<file path="src/rtl/decode_stage_pipe.sv">
// rtl/decode_stage_pipe.sv - registered MIPS ID stage with ID/EX pipeline register
//
// Purpose:
//   Decodes one instruction per cycle into the ID/EX register, extends the
//   immediate to DWIDTH, stalls on load-use hazards by inserting a bubble,
//   supports flush, and reports and counts illegal opcodes.
//
// Ports:
//   d_clk, d_rst          clock, synchronous active-high reset
//   d_i_valid/d_o_ready   input handshake (accept when both high)
//   d_i_instr, d_i_pc     instruction word and its PC+4
//   d_i_flush             kill held output and the input this cycle
//   d_i_ex_ready          EX consumes the registered outputs this cycle
//   d_o_valid             registered outputs hold a real instruction
//   d_o_opcode..d_o_pc    decoded fields, ctrl = {j,jr,jal,branch,memtoreg,memwrite,reg_wr,alu_src}
//   d_o_illegal           one-cycle pulse after an illegal opcode is consumed
//   d_o_illegal_cnt       saturating count of illegal opcodes

module decode_stage_pipe #(
  parameter int IWIDTH     = 32,
  parameter int DWIDTH     = 32,
  parameter int AWIDTH     = 5,
  parameter int JUMP_WIDTH = 26,
  parameter int CNT_WIDTH  = 8,
  parameter int HAZARD_EN  = 1
) (
  input  logic                  d_clk,
  input  logic                  d_rst,
  input  logic                  d_i_valid,
  output logic                  d_o_ready,
  input  logic [IWIDTH-1:0]     d_i_instr,
  input  logic [DWIDTH-1:0]     d_i_pc,
  input  logic                  d_i_flush,
  input  logic                  d_i_ex_ready,
  output logic                  d_o_valid,
  output logic [5:0]            d_o_opcode,
  output logic [5:0]            d_o_funct,
  output logic [AWIDTH-1:0]     d_o_addr_rs,
  output logic [AWIDTH-1:0]     d_o_addr_rt,
  output logic [AWIDTH-1:0]     d_o_addr_rd,
  output logic [DWIDTH-1:0]     d_o_imm,
  output logic [7:0]            d_o_ctrl,
  output logic [JUMP_WIDTH-1:0] d_o_jal_addr,
  output logic [DWIDTH-1:0]     d_o_pc,
  output logic                  d_o_illegal,
  output logic [CNT_WIDTH-1:0]  d_o_illegal_cnt
);

  localparam logic [5:0] OP_RTYPE = 6'h00;
  localparam logic [5:0] OP_J     = 6'h02;
  localparam logic [5:0] OP_JAL   = 6'h03;
  localparam logic [5:0] OP_BEQ   = 6'h04;
  localparam logic [5:0] OP_BNE   = 6'h05;
  localparam logic [5:0] OP_ADDI  = 6'h08;
  localparam logic [5:0] OP_ADDIU = 6'h09;
  localparam logic [5:0] OP_SLTI  = 6'h0A;
  localparam logic [5:0] OP_SLTIU = 6'h0B;
  localparam logic [5:0] OP_ANDI  = 6'h0C;
  localparam logic [5:0] OP_ORI   = 6'h0D;
  localparam logic [5:0] OP_LUI   = 6'h0F;
  localparam logic [5:0] OP_LW    = 6'h23;
  localparam logic [5:0] OP_SW    = 6'h2B;
  localparam logic [5:0] FN_JR    = 6'h08;

  localparam logic [7:0] C_J        = 8'h80;
  localparam logic [7:0] C_JR       = 8'h40;
  localparam logic [7:0] C_JAL      = 8'h20;
  localparam logic [7:0] C_BRANCH   = 8'h10;
  localparam logic [7:0] C_MEMTOREG = 8'h08;
  localparam logic [7:0] C_MEMWRITE = 8'h04;
  localparam logic [7:0] C_REGWR    = 8'h02;
  localparam logic [7:0] C_ALUSRC   = 8'h01;

  // Instruction fields
  logic [5:0]        op_f;
  logic [5:0]        fn_f;
  logic [AWIDTH-1:0] rs_f;
  logic [AWIDTH-1:0] rt_f;
  logic [AWIDTH-1:0] rd_f;
  logic [DWIDTH-1:0] sext_f;
  logic [DWIDTH-1:0] zext_f;

  assign op_f   = d_i_instr[31:26];
  assign fn_f   = d_i_instr[5:0];
  assign rs_f   = AWIDTH'(d_i_instr[25:21]);
  assign rt_f   = AWIDTH'(d_i_instr[20:16]);
  assign rd_f   = AWIDTH'(d_i_instr[15:11]);
  assign sext_f = {{(DWIDTH-16){d_i_instr[15]}}, d_i_instr[15:0]};
  assign zext_f = {{(DWIDTH-16){1'b0}}, d_i_instr[15:0]};

  // Combinational decode of the incoming instruction
  logic                  dec_legal;
  logic [5:0]            dec_funct;
  logic [AWIDTH-1:0]     dec_rs;
  logic [AWIDTH-1:0]     dec_rt;
  logic [AWIDTH-1:0]     dec_rd;
  logic [DWIDTH-1:0]     dec_imm;
  logic [7:0]            dec_ctrl;
  logic [JUMP_WIDTH-1:0] dec_jal;
  // Registers actually read by the incoming instruction (rt-as-destination excluded)
  logic [AWIDTH-1:0]     src_rs;
  logic [AWIDTH-1:0]     src_rt;

  always_comb begin
    dec_legal = 1'b1;
    dec_funct = '0;
    dec_rs    = '0;
    dec_rt    = '0;
    dec_rd    = '0;
    dec_imm   = '0;
    dec_ctrl  = '0;
    dec_jal   = '0;
    src_rs    = '0;
    src_rt    = '0;
    case (op_f)
      OP_RTYPE: begin
        dec_funct = fn_f;
        dec_rs    = rs_f;
        src_rs    = rs_f;
        if (fn_f == FN_JR) begin
          dec_ctrl = C_JR;
        end else begin
          dec_rt   = rt_f;
          src_rt   = rt_f;
          dec_rd   = rd_f;
          dec_ctrl = C_REGWR;
        end
      end
      OP_ADDI, OP_ADDIU, OP_SLTI, OP_SLTIU: begin
        dec_rs   = rs_f;
        src_rs   = rs_f;
        dec_rt   = rt_f;
        dec_rd   = rt_f;
        dec_imm  = sext_f;
        dec_ctrl = C_ALUSRC | C_REGWR;
      end
      OP_ANDI, OP_ORI: begin
        dec_rs   = rs_f;
        src_rs   = rs_f;
        dec_rt   = rt_f;
        dec_rd   = rt_f;
        dec_imm  = zext_f;
        dec_ctrl = C_ALUSRC | C_REGWR;
      end
      OP_LUI: begin
        dec_rt   = rt_f;
        dec_rd   = rt_f;
        dec_imm  = zext_f << 16;
        dec_ctrl = C_ALUSRC | C_REGWR;
      end
      OP_LW: begin
        dec_rs   = rs_f;
        src_rs   = rs_f;
        dec_rt   = rt_f;
        dec_rd   = rt_f;
        dec_imm  = sext_f;
        dec_ctrl = C_ALUSRC | C_REGWR | C_MEMTOREG;
      end
      OP_SW: begin
        dec_rs   = rs_f;
        src_rs   = rs_f;
        dec_rt   = rt_f;
        src_rt   = rt_f;
        dec_imm  = sext_f;
        dec_ctrl = C_ALUSRC | C_MEMWRITE;
      end
      OP_BEQ, OP_BNE: begin
        dec_rs   = rs_f;
        src_rs   = rs_f;
        dec_rt   = rt_f;
        src_rt   = rt_f;
        dec_imm  = sext_f;
        dec_ctrl = C_BRANCH;
      end
      OP_J: begin
        dec_jal  = d_i_instr[JUMP_WIDTH-1:0];
        dec_ctrl = C_J;
      end
      OP_JAL: begin
        dec_jal  = d_i_instr[JUMP_WIDTH-1:0];
        dec_rd   = AWIDTH'(31);
        dec_ctrl = C_JAL | C_REGWR;
      end
      default: dec_legal = 1'b0;
    endcase
  end

  // ID/EX register state
  logic                  valid_q,   valid_d;
  logic [5:0]            opcode_q,  opcode_d;
  logic [5:0]            funct_q,   funct_d;
  logic [AWIDTH-1:0]     rs_q,      rs_d;
  logic [AWIDTH-1:0]     rt_q,      rt_d;
  logic [AWIDTH-1:0]     rd_q,      rd_d;
  logic [DWIDTH-1:0]     imm_q,     imm_d;
  logic [7:0]            ctrl_q,    ctrl_d;
  logic [JUMP_WIDTH-1:0] jal_q,     jal_d;
  logic [DWIDTH-1:0]     pc_q,      pc_d;
  logic                  illegal_q, illegal_d;
  logic [CNT_WIDTH-1:0]  cnt_q,     cnt_d;

  // A load in the register whose destination the incoming instruction reads
  logic hazard;
  logic accept;

  assign hazard = (HAZARD_EN != 0) && valid_q && ctrl_q[3] && (rd_q != '0) &&
                  ((rd_q == src_rs) || (rd_q == src_rt));

  // A flush always consumes the input so IF can redirect immediately
  assign d_o_ready = !d_rst && (d_i_flush || (!hazard && (!valid_q || d_i_ex_ready)));
  assign accept    = d_i_valid && d_o_ready;

  always_comb begin
    valid_d   = valid_q;
    opcode_d  = opcode_q;
    funct_d   = funct_q;
    rs_d      = rs_q;
    rt_d      = rt_q;
    rd_d      = rd_q;
    imm_d     = imm_q;
    ctrl_d    = ctrl_q;
    jal_d     = jal_q;
    pc_d      = pc_q;
    illegal_d = 1'b0;
    cnt_d     = cnt_q;

    // Empty slot: flush, consumed with nothing new (covers the load-use bubble),
    // or an illegal instruction swallowed. All fields zeroed so ctrl cannot leak.
    if (d_i_flush || (accept && !dec_legal) || (!accept && d_i_ex_ready)) begin
      valid_d  = 1'b0;
      opcode_d = '0;
      funct_d  = '0;
      rs_d     = '0;
      rt_d     = '0;
      rd_d     = '0;
      imm_d    = '0;
      ctrl_d   = '0;
      jal_d    = '0;
      pc_d     = '0;
    end else if (accept) begin
      valid_d  = 1'b1;
      opcode_d = op_f;
      funct_d  = dec_funct;
      rs_d     = dec_rs;
      rt_d     = dec_rt;
      rd_d     = dec_rd;
      imm_d    = dec_imm;
      ctrl_d   = dec_ctrl;
      jal_d    = dec_jal;
      pc_d     = d_i_pc;
    end

    if (accept && !dec_legal && !d_i_flush) begin
      illegal_d = 1'b1;
      if (cnt_q != '1) cnt_d = cnt_q + CNT_WIDTH'(1);
    end
  end

  always_ff @(posedge d_clk) begin
    if (d_rst) begin
      valid_q   <= 1'b0;
      opcode_q  <= '0;
      funct_q   <= '0;
      rs_q      <= '0;
      rt_q      <= '0;
      rd_q      <= '0;
      imm_q     <= '0;
      ctrl_q    <= '0;
      jal_q     <= '0;
      pc_q      <= '0;
      illegal_q <= 1'b0;
      cnt_q     <= '0;
    end else begin
      valid_q   <= valid_d;
      opcode_q  <= opcode_d;
      funct_q   <= funct_d;
      rs_q      <= rs_d;
      rt_q      <= rt_d;
      rd_q      <= rd_d;
      imm_q     <= imm_d;
      ctrl_q    <= ctrl_d;
      jal_q     <= jal_d;
      pc_q      <= pc_d;
      illegal_q <= illegal_d;
      cnt_q     <= cnt_d;
    end
  end

  assign d_o_valid       = valid_q;
  assign d_o_opcode      = opcode_q;
  assign d_o_funct       = funct_q;
  assign d_o_addr_rs     = rs_q;
  assign d_o_addr_rt     = rt_q;
  assign d_o_addr_rd     = rd_q;
  assign d_o_imm         = imm_q;
  assign d_o_ctrl        = ctrl_q;
  assign d_o_jal_addr    = jal_q;
  assign d_o_pc          = pc_q;
  assign d_o_illegal     = illegal_q;
  assign d_o_illegal_cnt = cnt_q;

endmodule

</file>
<file path="config.mk">
export PLATFORM = sky130hd
export DESIGN_NAME = decode_stage_pipe
export DESIGN_NICKNAME = d
export VERILOG_FILES = /design/src/rtl/decode_stage_pipe.sv
export SDC_FILE = /design/constraint.sdc
export NUM_CORES = 1
export LEC_CHECK = 0
export ABC_AREA = 1
export CAP_MARGIN = 25
export CORE_UTILIZATION = 45
export DETAILED_ROUTE_END_ITERATION = 10
export HOLD_SLACK_MARGIN = 0.1
export MAX_ROUTING_LAYER = met4
export PLACE_DENSITY = 0.88
export SYNTH_ARGS = -nofsm -noshare
export SYNTH_HDL_FRONTEND = slang
export SYNTH_SLANG_ARGS = --single-unit
</file>
<file path="constraint.sdc">
create_clock -name d_clk -period 2.7 [get_ports d_clk]
set_clock_uncertainty 0.15 [all_clocks]
set_input_delay 0.54 -clock d_clk [delete_from_list [all_inputs] [get_ports d_clk]]
set_output_delay 0.54 -clock d_clk [all_outputs]
set_load 0.005 [all_outputs]
</file>
==> results.sh <==
export IMPL_status="complete, but fails checks"
export IMPL_violations="setup timing"
export IMPL_vias=6930
export IMPL_synth_simple_area_share_pct=30.72
export IMPL_worst_ir_drop_vdd_mv=0.3929
export IMPL_cts_tree="done"
export IMPL_dr_first_iter_drc_count=489
export IMPL_nFillCells=871
export IMPL_cp_endpoint="d_o_ready"
export IMPL_grt_max_degree=46
export IMPL_final_cell_area_mm2=0.01040
export IMPL_num_rows=42
export IMPL_area_growth_syn_to_layout_pct=68.75
export IMPL_multi_input_area_mm2=0.003199
export IMPL_synth_seq_cells=135
export IMPL_worst_setup_path_start_kind="primary input"
export IMPL_relSlewSlack_pct=66.68
export IMPL_syn_nets=961
export IMPL_core_region_area_mm2=0.01330
export IMPL_worstPathArrival_ns=2.09
export IMPL_fin_hold_ws_ns=0.3315
export IMPL_synth_area_leader_cell="dfxtp_1"
export IMPL_finalSetupViolations=6
export IMPL_worst_slew_pin_slew_ns=0.4993
export IMPL_syn_avg_cell_area_um2=6.916
export IMPL_place_area_mm2=0.008598
export IMPL_grt_pass1_wl_um=31310
export IMPL_ys_warn_count=0
export IMPL_synth_top_family_by_area="simple AND/OR/NAND/NOR gates"
export IMPL_wl_per_cell_um=16.68
export IMPL_cts_buffer_depth=2
export IMPL_path_clk_slew_ns=0.06
export IMPL_ff2ff_setup_slack_ns=0.28
export IMPL_period_share_pct=103.1
export IMPL_drv_slew=0
export IMPL_track_usage_pct=28.67
export IMPL_ys_types=31
export IMPL_synthCells=891
export IMPL_first_pass_iters=7
export IMPL_cp_end_kind="output port"
export IMPL_grt_pass1_vias=6424
export IMPL_clk_latency_ns=0.42
export IMPL_synthTopCellsByArea="dfxtp_1 44%, nand2_1 15%, o21ai_0 10%"
export IMPL_clockRootBuffer="clkbuf_16"
export IMPL_synth_adder_area_share_pct=0.2030
export IMPL_register_area_mm2=0.002703
export IMPL_diodes=0
export IMPL_routed_wl_um=22510
export IMPL_power_density_mw_per_mm2=509.1
export IMPL_fin_ws_ns=-0.08403
export IMPL_fmax_mhz=359.2
export IMPL_crit_buf_inv=4
export IMPL_nNetsFinal=1230
export IMPL_die_area_mm2=0.01417
export IMPL_path_common_cell="nand2_1"
export IMPL_rsz0062_at_grt="true"
export IMPL_crit_path_max_fanout=5
export IMPL_worst_path_stages=17
export IMPL_place_port_buffers=204
export IMPL_antenna_left=0
export IMPL_synth_top_area_share_pct=43.86
export IMPL_gp_congestion=0.8579
export IMPL_cp_top_family="simple AND/OR/NAND/NOR gates"
export IMPL_vias_per_cell=5.137
export IMPL_clock_sinks=135
export IMPL_required_ns=2.01
export IMPL_rr_endpoint="d_o_jal_addr[14]$_SDFFE_PP0P_"
export IMPL_period_needed_ns=2.784
export IMPL_drive_gt1_share_pct=28.05
export IMPL_hpwl_um=12610
export IMPL_r2r_start="d_o_addr_rd[3]$_SDFFE_PP0P_"
export IMPL_io_pins=205
export IMPL_yosysSeqAreaShare_pct=43.86
export IMPL_hp_class="primary input to flop"
export IMPL_die_w_um=119.0
export IMPL_fp_dieH_um=119.0
export IMPL_critPathSlowestCell="nor2_4"
export IMPL_synth_mux_area_share_pct=0
export IMPL_hold_violations=0
export IMPL_r2r_cells=14
export IMPL_cp_startpoint="d_i_instr[31]"
export IMPL_cp_slowest_stage_delay_ns=0.13
export IMPL_grt_overflow=0
export IMPL_leakagePower_nw=4.179
export IMPL_numCtsBuffers=17
export IMPL_htree_levels=4
export IMPL_drv_cap=0
export IMPL_synth_compound_area_share_pct=13.18
export IMPL_drcViolationCount=0
export IMPL_criticalPathCategory="primary input to output port"
export IMPL_synth_area_mm2=0.006162
export IMPL_hold_start="d_i_instr[30]"
export IMPL_cts_hold_buf=0
export IMPL_path_cells="buf_8 > nor2_4 > buf_6 > nand3_4 > nand2_1 > inv_2 > nand2_4 > nand2_2 > nand2_1 > nand2_1 > nor2_2 > nand3_1 > nand2_1 > nand2_2 > nand2_2 > a21oi_4 > buf_6"
export IMPL_synth_xor_area_share_pct=0.4264
export IMPL_initial_core_util_pct=46.35
export IMPL_antenna_found_initial=0
-- layout by cell type (no fill, tap or decap), types with 5 or more instances in the layout --
cell	netlist	routed
buf_16	0	8
nor2_1	98	59
a21oi_1	10	9
inv_1	68	63
nand3_1	24	23
buf_4	5	57
o21ai_2	0	19
buf_12	0	10
nand2_2	5	33
clkinv_2	0	5
dfxtp_1	135	135
clkdlybuf4s50_1	0	191
clkinv_1	19	19
a221oi_1	5	5
inv_2	23	26
o21ai_1	11	32
clkbuf_2	0	5
nor2_4	2	18
buf_6	11	10
clkbuf_16	0	26
nor2_2	51	74
o21ai_0	123	82
nand2_4	0	9
nand2_1	246	210
-- worst min-delay path by stage --
stage	end	slack [ns]	cells past startpoint
2_1_floorplan	d_o_ctrl[5]$_SDFFE_PP0P_	0.35	2
3_3_place_gp	d_o_jal_addr[12]$_SDFFE_PP0P_	0.34	2
3_5_place_dp	d_o_funct[0]$_SDFFE_PP0P_	0.35	2
4_1_cts	d_o_opcode[4]$_SDFFE_PP0P_	0.31	5
5_1_grt	d_o_opcode[4]$_SDFFE_PP0P_	0.32	5
6_report	d_o_opcode[4]$_SDFFE_PP0P_	0.33	5
-- worst min-delay path: stages --
cell     delay (ns)
buf_8          0.11
nand2_4        0.06
nand2_2        0.04
inv_2          0.06
nor2_4         0.04
-- layout make-up --
type / instances / area share, %
multi-input combinational: 599 / 30.77
timing repair buffer: 296 / 30.71
sequential: 135 / 25.99
clock buffer: 19 / 4.356
inverter: 110 / 4.247
tap: 176 / 2.118
clock inverter: 13 / 1.709
timing repair inverter: 1 / 0.1083
-- per-layer routing --
layer  wire length [µm]  GRT usage [%]  vias up
met5                  0              -        -
met4                656          11.87        0
met1               8591          31.71     3212
met3               1939          7.615       60
met2              11320          48.69      353
li1                   -              -     3305
-- timing repair --
item,in CTS,in global routing
cloned,8,13
gates resized for setup,76,189
pin swaps,24,46
endpoints found under the hold margin,0,0
buffers inserted,21,10
setup endpoints to repair,136,135
-- cells by family after synthesis --
logic type                 Yosys count
and+or+nand+nor                    439
xor gates and xnor gates             3
buffers and inverters              159
DFF                                135
AOI/OAI and AO/OA                  154
adders and majority gates            1
-- Yosys cell counts, drive strengths merged --
| library cell | number |
|---|---|
| nand2 | 251 |
| nor2 | 151 |
| dfxtp | 135 |
| o21ai | 134 |
| inv | 91 |
| buf | 32 |
| nand3 | 27 |
| clkinv | 19 |
| clkbuf | 17 |
| a21oi | 11 |
| nand4 | 6 |
| a221oi | 5 |
| nor3 | 3 |
| o21a | 3 |
| xor2 | 2 |
| and3 | 1 |
| ha | 1 |
| o311ai | 1 |
| xnor2 | 1 |
-- metrics by stage --
stage          TNS [ns]  cells  total power, mW  utilization (%)  worst slack [ns]
2_1_floorplan         0    891            2.358                -           0.07497
3_3_place_gp     -92.96   1269            2.621            64.67           -0.9635
3_5_place_dp    -109.70   1269            2.630            64.67            -1.054
4_1_cts          -3.073   1330            5.155            72.87           -0.1241
5_1_grt          -6.104   1349            5.474            78.21           -0.1546
6_report        -0.2308   1349            5.294            78.21          -0.08403
-- state kept, by name, indices dropped and copies added (netlist names) --
signal	flops
d_o_addr_rd	5
d_o_addr_rs	5
d_o_addr_rt	5
d_o_ctrl	8
d_o_funct	6
d_o_illegal	1
d_o_illegal_cnt	8
d_o_imm	32
d_o_jal_addr	26
d_o_opcode	6
d_o_pc	32
d_o_valid	1
-- report_power, final --
part	switching (mW)	internal [mW]	total, mW
combinational	0.395	0.370	0.765
sequential	0.0208	2.02	2.04
clock	0.899	1.59	2.49
(Power assumes the default switching activity.)
